$ cat config.mk
export PLATFORM = sky130hd
export DESIGN_NAME = usb_tx_encoder
export DESIGN_NICKNAME = d
export VERILOG_FILES = /design/src/rtl/usb_tx_pkg.sv /design/src/rtl/flex_counter.sv /design/src/rtl/usb_tx_encoder.sv
export SDC_FILE = /design/constraint.sdc
export NUM_CORES = 1
export LEC_CHECK = 0
export CAP_MARGIN = 15
export CORE_ASPECT_RATIO = 0.8
export CORE_MARGIN = 5
export CORE_UTILIZATION = 54
export CTS_BUF_LIST = sky130_fd_sc_hd__clkbuf_16
export CTS_CLUSTER_DIAMETER = 30
export DETAILED_ROUTE_END_ITERATION = 10
export DONT_BUFFER_PORTS = 1
export GPL_TIMING_DRIVEN = 0
export PLACE_DENSITY = 0.69
export SLEW_MARGIN = 25
export SYNTH_ARGS = -nofsm -noshare
export SYNTH_HDL_FRONTEND = slang
export SYNTH_SLANG_ARGS = --single-unit
$ cat constraint.sdc
create_clock -name clk -period 2.05 [get_ports clk]
set_clock_uncertainty 0.1 [all_clocks]
set_input_delay 0.5125 -clock clk [delete_from_list [all_inputs] [get_ports clk]]
set_output_delay 0.5125 -clock clk [all_outputs]
set_load 0.005 [all_outputs]
$ cat src/rtl/usb_tx_pkg.sv
// Shared types and constants for the USB low/full-speed transmit encoder.
// Optional CRC-16 support is controlled by the USB_TX_CRC16_EN macro.
package usb_tx_pkg;

  typedef enum logic [2:0] {
    IDLE    = 3'd0,
    SYNC    = 3'd1,
    LOAD    = 3'd2,
    SEND    = 3'd3,
`ifdef USB_TX_CRC16_EN
    CRC     = 3'd4,
`endif
    EOP_SE0 = 3'd5,
    EOP_J   = 3'd6,
    DONE    = 3'd7
  } tx_state_e;

  localparam logic [7:0]  SYNC_BYTE     = 8'h80;
  localparam logic [1:0]  LINE_J        = 2'b10;
  localparam logic [1:0]  LINE_K        = 2'b01;
  localparam logic [1:0]  LINE_SE0      = 2'b00;
  localparam logic [15:0] CRC_POLY_REFL = 16'hA001;
  localparam logic [15:0] CRC_INIT      = 16'hFFFF;

  localparam logic [2:0]  STUFF_LIMIT   = 3'd6;
  localparam logic [4:0]  SYNC_LEN      = 5'd8;
  localparam logic [4:0]  CRC_LEN       = 5'd16;
  localparam logic [4:0]  EOP_SE0_LEN   = 5'd2;

  // NRZI: a 0 toggles between J and K, a 1 holds the current level.
  function automatic logic [1:0] nrzi_next(input logic [1:0] line, input logic bit_val);
    if (bit_val) begin
      return line;
    end
    return (line == LINE_J) ? LINE_K : LINE_J;
  endfunction

  function automatic logic [15:0] crc16_step(input logic [15:0] crc, input logic bit_val);
    logic feedback;
    feedback = crc[0] ^ bit_val;
    return feedback ? ((crc >> 1) ^ CRC_POLY_REFL) : (crc >> 1);
  endfunction

endpackage

$ cat src/rtl/flex_counter.sv
// Free-running counter with synchronous clear, rolling over at a programmable value.
// Used as the bit-period timer of the USB transmit encoder.
module flex_counter #(
  parameter int NUM_CNT_BITS = 4
) (
  input  logic                    clk,
  input  logic                    n_rst,
  input  logic                    clear,
  input  logic                    count_enable,
  input  logic [NUM_CNT_BITS-1:0] rollover_val,
  output logic                    rollover_flag
);

  logic [NUM_CNT_BITS-1:0] count_q, count_d;

  always_comb begin
    count_d = count_q;
    if (clear) begin
      count_d = '0;
    end else if (count_enable) begin
      count_d = (count_q == rollover_val) ? '0 : count_q + 1'b1;
    end
  end

  always_ff @(posedge clk) begin
    if (!n_rst) begin
      count_q <= '0;
    end else begin
      count_q <= count_d;
    end
  end

  assign rollover_flag = count_enable && (count_q == rollover_val);

endmodule

$ cat src/rtl/usb_tx_encoder.sv
// USB packet transmitter: SYNC, FIFO data bytes, optional CRC-16, bit stuffing, NRZI, EOP.
// Define USB_TX_CRC16_EN to append the CRC-16/USB of the data bytes before EOP.
module usb_tx_encoder #(
  parameter int CLKS_PER_BIT = 8,
  parameter int NUMBITS      = 8
) (
  input  logic               clk,
  input  logic               n_rst,
  input  logic               tx_start,
  input  logic               fifo_empty,
  input  logic [NUMBITS-1:0] fifo_r_data,
  output logic               fifo_r_enable,
  output logic               d_plus,
  output logic               d_minus,
  output logic               tx_busy,
  output logic               tx_done
);
  import usb_tx_pkg::*;

  localparam int               CNT_W     = (CLKS_PER_BIT > 2) ? $clog2(CLKS_PER_BIT) : 1;
  localparam logic [CNT_W-1:0] BIT_LAST  = CNT_W'(CLKS_PER_BIT - 1);
  localparam logic [4:0]       DATA_BITS = 5'(NUMBITS);

  tx_state_e          state_q, state_d;
  logic [1:0]         line_q, line_d;
  logic [NUMBITS-1:0] shift_q, shift_d;
  logic [4:0]         bit_cnt_q, bit_cnt_d;
  logic [2:0]         ones_q, ones_d;
`ifdef USB_TX_CRC16_EN
  logic [15:0]        crc_q, crc_d;
  logic               crc_feed;
`endif

  logic       bit_end;
  logic       timer_clear;
  logic       timer_en;
  logic       start_ok;
  logic       stuff_due;
  logic       tx_launch;
  logic       tx_bit;
  logic [7:0] sync_shifted;

  assign start_ok    = tx_start && !fifo_empty;
  assign stuff_due   = (ones_q == STUFF_LIMIT);
  assign timer_clear = (state_q == IDLE);
  assign timer_en    = (state_q != IDLE);

  flex_counter #(
    .NUM_CNT_BITS(CNT_W)
  ) bit_timer (
    .clk          (clk),
    .n_rst        (n_rst),
    .clear        (timer_clear),
    .count_enable (timer_en),
    .rollover_val (BIT_LAST),
    .rollover_flag(bit_end)
  );

  always_ff @(posedge clk) begin
    if (!n_rst) begin
      state_q   <= IDLE;
      line_q    <= LINE_J;
      shift_q   <= '0;
      bit_cnt_q <= '0;
      ones_q    <= '0;
`ifdef USB_TX_CRC16_EN
      crc_q     <= '0;
`endif
    end else begin
      state_q   <= state_d;
      line_q    <= line_d;
      shift_q   <= shift_d;
      bit_cnt_q <= bit_cnt_d;
      ones_q    <= ones_d;
`ifdef USB_TX_CRC16_EN
      crc_q     <= crc_d;
`endif
    end
  end

  // A pending stuff bit always takes priority over any section boundary.
  always_comb begin
    state_d = state_q;
    unique case (state_q)
      IDLE: begin
        if (start_ok) begin
          state_d = SYNC;
        end
      end
      SYNC: begin
        if (bit_end && (bit_cnt_q == SYNC_LEN)) begin
          state_d = LOAD;
        end
      end
      LOAD: state_d = SEND;
      SEND: begin
        if (bit_end && !stuff_due && (bit_cnt_q == DATA_BITS)) begin
          if (!fifo_empty) begin
            state_d = LOAD;
          end else begin
`ifdef USB_TX_CRC16_EN
            state_d = CRC;
`else
            state_d = EOP_SE0;
`endif
          end
        end
      end
`ifdef USB_TX_CRC16_EN
      CRC: begin
        if (bit_end && !stuff_due && (bit_cnt_q == CRC_LEN)) begin
          state_d = EOP_SE0;
        end
      end
`endif
      EOP_SE0: begin
        if (bit_end && (bit_cnt_q == EOP_SE0_LEN)) begin
          state_d = EOP_J;
        end
      end
      EOP_J: begin
        if (bit_end) begin
          state_d = DONE;
        end
      end
      DONE:    state_d = IDLE;
      default: state_d = IDLE;
    endcase
  end

  // The next bit is launched onto the line on the edge that starts its period;
  // the first bit of each byte comes straight from the FIFO head so LOAD costs no line time.
  always_comb begin
    line_d       = line_q;
    shift_d      = shift_q;
    bit_cnt_d    = bit_cnt_q;
    ones_d       = ones_q;
    tx_launch    = 1'b0;
    tx_bit       = 1'b1;
    sync_shifted = SYNC_BYTE >> bit_cnt_q;
`ifdef USB_TX_CRC16_EN
    crc_d        = crc_q;
    crc_feed     = 1'b0;
`endif
    unique case (state_q)
      IDLE: begin
        line_d = LINE_J;
        ones_d = '0;
        if (start_ok) begin
          tx_launch = 1'b1;
          tx_bit    = SYNC_BYTE[0];
          bit_cnt_d = 5'd1;
`ifdef USB_TX_CRC16_EN
          crc_d     = CRC_INIT;
`endif
        end
      end
      SYNC: begin
        if (bit_end) begin
          tx_launch = 1'b1;
          if (bit_cnt_q == SYNC_LEN) begin
            tx_bit    = fifo_r_data[0];
            bit_cnt_d = 5'd1;
`ifdef USB_TX_CRC16_EN
            crc_feed  = 1'b1;
`endif
          end else begin
            tx_bit    = sync_shifted[0];
            bit_cnt_d = bit_cnt_q + 5'd1;
          end
        end
      end
      LOAD: shift_d = fifo_r_data;
      SEND: begin
        if (bit_end) begin
          if (stuff_due) begin
            tx_launch = 1'b1;
            tx_bit    = 1'b0;
          end else if (bit_cnt_q == DATA_BITS) begin
            if (!fifo_empty) begin
              tx_launch = 1'b1;
              tx_bit    = fifo_r_data[0];
              bit_cnt_d = 5'd1;
`ifdef USB_TX_CRC16_EN
              crc_feed  = 1'b1;
`endif
            end else begin
`ifdef USB_TX_CRC16_EN
              tx_launch = 1'b1;
              tx_bit    = ~crc_q[0];
              bit_cnt_d = 5'd1;
`else
              line_d    = LINE_SE0;
              ones_d    = '0;
              bit_cnt_d = 5'd1;
`endif
            end
          end else begin
            tx_launch = 1'b1;
            tx_bit    = shift_q[1];
            shift_d   = {shift_q[0], shift_q[NUMBITS-1:1]};
            bit_cnt_d = bit_cnt_q + 5'd1;
`ifdef USB_TX_CRC16_EN
            crc_feed  = 1'b1;
`endif
          end
        end
      end
`ifdef USB_TX_CRC16_EN
      CRC: begin
        if (bit_end) begin
          if (stuff_due) begin
            tx_launch = 1'b1;
            tx_bit    = 1'b0;
          end else if (bit_cnt_q == CRC_LEN) begin
            line_d    = LINE_SE0;
            ones_d    = '0;
            bit_cnt_d = 5'd1;
          end else begin
            tx_launch = 1'b1;
            tx_bit    = ~crc_q[1];
            crc_d     = crc_q >> 1;
            bit_cnt_d = bit_cnt_q + 5'd1;
          end
        end
      end
`endif
      EOP_SE0: begin
        line_d = LINE_SE0;
        if (bit_end) begin
          if (bit_cnt_q == EOP_SE0_LEN) begin
            line_d = LINE_J;
          end else begin
            bit_cnt_d = bit_cnt_q + 5'd1;
          end
        end
      end
      EOP_J:   line_d = LINE_J;
      DONE:    line_d = LINE_J;
      default: line_d = LINE_J;
    endcase

    if (tx_launch) begin
      line_d = nrzi_next((state_q == IDLE) ? LINE_J : line_q, tx_bit);
      ones_d = tx_bit ? (ones_q + 3'd1) : 3'd0;
    end
`ifdef USB_TX_CRC16_EN
    if (crc_feed) begin
      crc_d = crc16_step(crc_q, tx_bit);
    end
`endif
  end

  always_comb begin
    fifo_r_enable      = (state_q == LOAD);
    tx_busy            = (state_q != IDLE);
    tx_done            = (state_q == DONE);
    {d_plus, d_minus}  = line_q;
  end

endmodule

==> impl_metrics.json <==
{
  "hold_viol_final": 0,
  "finalCritPeriodShare_pct": 99.9,
  "whs_endpoint": "line_q[1]",
  "worst_pin_slew_ns": 0.511,
  "grt_setup_unrepaired": "yes",
  "vias_per_cell": 6.01,
  "gp_congestion": 0.925,
  "cap_violations": 0,
  "synth_xor_area_share_pct": 1.11,
  "slowest_stage": "or3b_1",
  "synth-compound-area-share_pct": 24.2,
  "vias": 1401,
  "synthTopCellsByArea": "dfxtp_1 31%, mux2i_1 5.7%, ha_1 5.6%",
  "drtAntennaViolNets": 0,
  "cts_root_buf": "clkbuf_16",
  "synth_top_area_share_pct": 30.5,
  "placed_cells_incl_taps": 218,
  "cts_made_buffers": 3,
  "timing.fmax_ghz": 0.488,
  "dieArea_um2": 4100,
  "hold_slack_ns": 0.253,
  "synth.largest_area_cell": "dfxtp_1",
  "synth_top_cells_by_count": "24 x dfxtp_1, 17 x nor2_1, 11 x inv_1",
  "critPathCaptureType": "flip-flop",
  "antenna_found_initial": 0,
  "dpl_worst_slack_ns": -0.211,
  "synthArstFlopShare_pct": 0,
  "die_y_um": 58.3,
  "ir_drop_mv": 0.562,
  "drc": 0,
  "detail_route.wl_per_cell_um": 16.4,
  "finalNetCount": 215,
  "start_kind": "flip-flop",
  "worst-setup-path-type": "reg -> reg",
  "synth_area_um2": 1570,
  "setup_viol": 0,
  "synthCells": 180,
  "cts_tree": "done",
  "fin_cells": 233,
  "grt_max_degree": 14,
  "numPortBuffers": 0,
  "cp_num_buf_inv": 3,
  "setup_ws_ns": 0.00221,
  "cts_buffer_depth": 2,
  "hold_depth": 1,
  "overflow": 0,
  "syn_to_final_growth_pct": 19.0,
  "yosys.cell_count.top_type": "dfxtp_1",
  "path_cells": "inv_2, ha_4, and4bb_1, buf_6, a32oi_4, o41ai_4, buf_4, or3b_1, a31oi_1",
  "reg2reg_to": "line_q[0]",
  "pwr_density_cell_nw_per_um2": 668,
  "core.rowCount": 17,
  "worst-r2r-cell-count": 9,
  "status": "complete, no violations",
  "grt.total_usage_pct": 19.5,
  "grt_first_pass_wirelength_mm": 6.35,
  "cpPeakStageDelay_ns": 0.38,
  "ys_types": 49,
  "first_pass_iters": 4,
  "yosys.area_share.simple_pct": 25.9,
  "r2r_slack_ns": 0.002,
  "synth_top_family_by_area": "simple AND/OR/NAND/NOR gates",
  "holdBufCountCts": 0,
  "post-route-min-period_ns": 2.05,
  "yosysWarningCount": 0,
  "crit_family": "simple AND/OR/NAND/NOR gates",
  "synth_nets": 199,
  "yosysSeqAreaShare_pct": 30.5,
  "regToRegStartpoint": "bit_cnt_q[0]",
  "synth_fa_ha_area_share_pct": 5.56,
  "slew_headroom_pct": 65.9,
  "start_util_pct": 56.5,
  "hold_class": "in -> reg",
  "die_w_um": 70.4,
  "htree_levels": 1,
  "synthMuxAreaShare_pct": 6.44,
  "clk_pin_slew_worst_paths_ns": 0.06,
  "slew_viol_final": 0,
  "drtIter0Drc": 21,
  "place.detailed.hpwl_mm": 2.65,
  "drive_above_1_share_pct": 24.6,
  "grt_pass1_vias": 1306,
  "ys.flop_type": "dfxtp_1",
  "p_leak_nw": 0.799,
  "crit_path_max_fanout": 8,
  "insertion_delay_ns": 0.26,
  "diodes": 0,
  "hp-start": "n_rst",
  "wirelength_mm": 3.83,
  "worstPathArrival_ns": 2.13,
  "synth_edf_count": 0,
  "clkSinkCount": 24,
  "worstPathRequired_ns": 2.13,
  "core_um2": 2790,
  "ys_ff_latch": 24,
  "ios": 17,
  "avgSynthCellArea_um2": 8.74
}
-- power by group --
part           total [mW]  switching [mW]  internal (mW)
registers           0.521          0.0221          0.499
logic               0.302           0.176          0.126
clock network       0.427           0.167          0.261
total                1.25           0.365          0.886
-- how the worst max path moves through the flow --
stage | depth (start not counted) | slack [ns] | startpoint | to
3_3_place_gp | 8 | -0.16 | bit_cnt_q[0] | line_q[1]
6_report | 9 | 0.002 | bit_cnt_q[0] | line_q[0]
2_1_floorplan | 8 | -0.00003 | bit_cnt_q[0] | line_q[1]
3_5_place_dp | 8 | -0.21 | bit_cnt_q[0] | line_q[1]
4_1_cts | 9 | -0.02 | bit_cnt_q[1] | line_q[0]
5_1_grt | 9 | -0.05 | bit_cnt_q[1] | line_q[0]
-- sequential cells by signal, summed over array words and instances (netlist names) --
| register | count |
|---|---|
| shift_q | 8 |
| ones_q | 3 |
| line_q | 2 |
| state_q | 3 |
| bit_timer.count_q | 3 |
| bit_cnt_q | 5 |
-- placed cells by master (no fill, tap or decap), drive strengths merged, types with 2 or more instances in the layout --
cell and instances:
dfxtp 24, buf 18, nor2 17, a211oi 11, inv 11, a21oi 10
mux2i 9, nand3 9, nand2 8, o21ai 7, ha 7, clkbuf 6
nand4 5, nor3 5, and3 4, o211ai 4, nor2b 4, a31oi 3
nor4b 3, nand3b 3, o22ai 2, nand2b 2, and2 2, xor2 2
nor3b 2, a32oi 2, or3 2
-- area by class of cell --
| type | instances | area (um^2) |
|---|---|---|
| multi-input cells | 135 | 1070 |
| fillers | 228 | 913 |
| flip-flops and latches | 24 | 483 |
| repair buffers | 12 | 90.1 |
| clock buffers | 3 | 75.1 |
| plain buffers | 9 | 65.1 |
| well taps | 38 | 47.5 |
| inverters | 11 | 41.3 |
| clock inverters | 1 | 3.75 |
-- logic make-up (layout without fill, tap and decap cells) --
| family | after synthesis | count (layout) |
|---|---|---|
| AOI/OAI and AO/OA | 47 | 47 |
| xor gates and xnor gates | 2 | 2 |
| and+or+nand+nor | 69 | 69 |
| adders and majority gates | 7 | 7 |
| DFF | 24 | 24 |
| buffers and inverters | 21 | 36 |
| muxes | 10 | 10 |
-- layer usage --
metal | wire [um] | vias up | track usage, %
met5 | 0 | - | 0
met4 | 53 | 0 | 4.92
met3 | 217 | 6 | 5.12
met2 | 1770 | 36 | 31.7
met1 | 1790 | 659 | 25.9
li1 | - | 700 | -
-- repair_timing --
action	in CTS	in global routing
pin swaps	5	7
setup buffers	8	4
setup endpoints to repair	16	12
resized for setup	14	11
-- through the flow --
stage | setup TNS [ns] | instance area, um^2 | total power [mW] | util [%]
2_1_floorplan | -0.0000264 | 1570 | 0.723 | -
3_3_place_gp | -0.960 | 1620 | 0.764 | 58.2
3_5_place_dp | -1.65 | 1620 | 0.776 | 58.2
4_1_cts | -0.0246 | 1800 | 1.22 | 64.8
5_1_grt | -0.220 | 1870 | 1.32 | 67.2
6_report | 0 | 1870 | 1.25 | 67.2
Power figures use the tool's default switching activity.
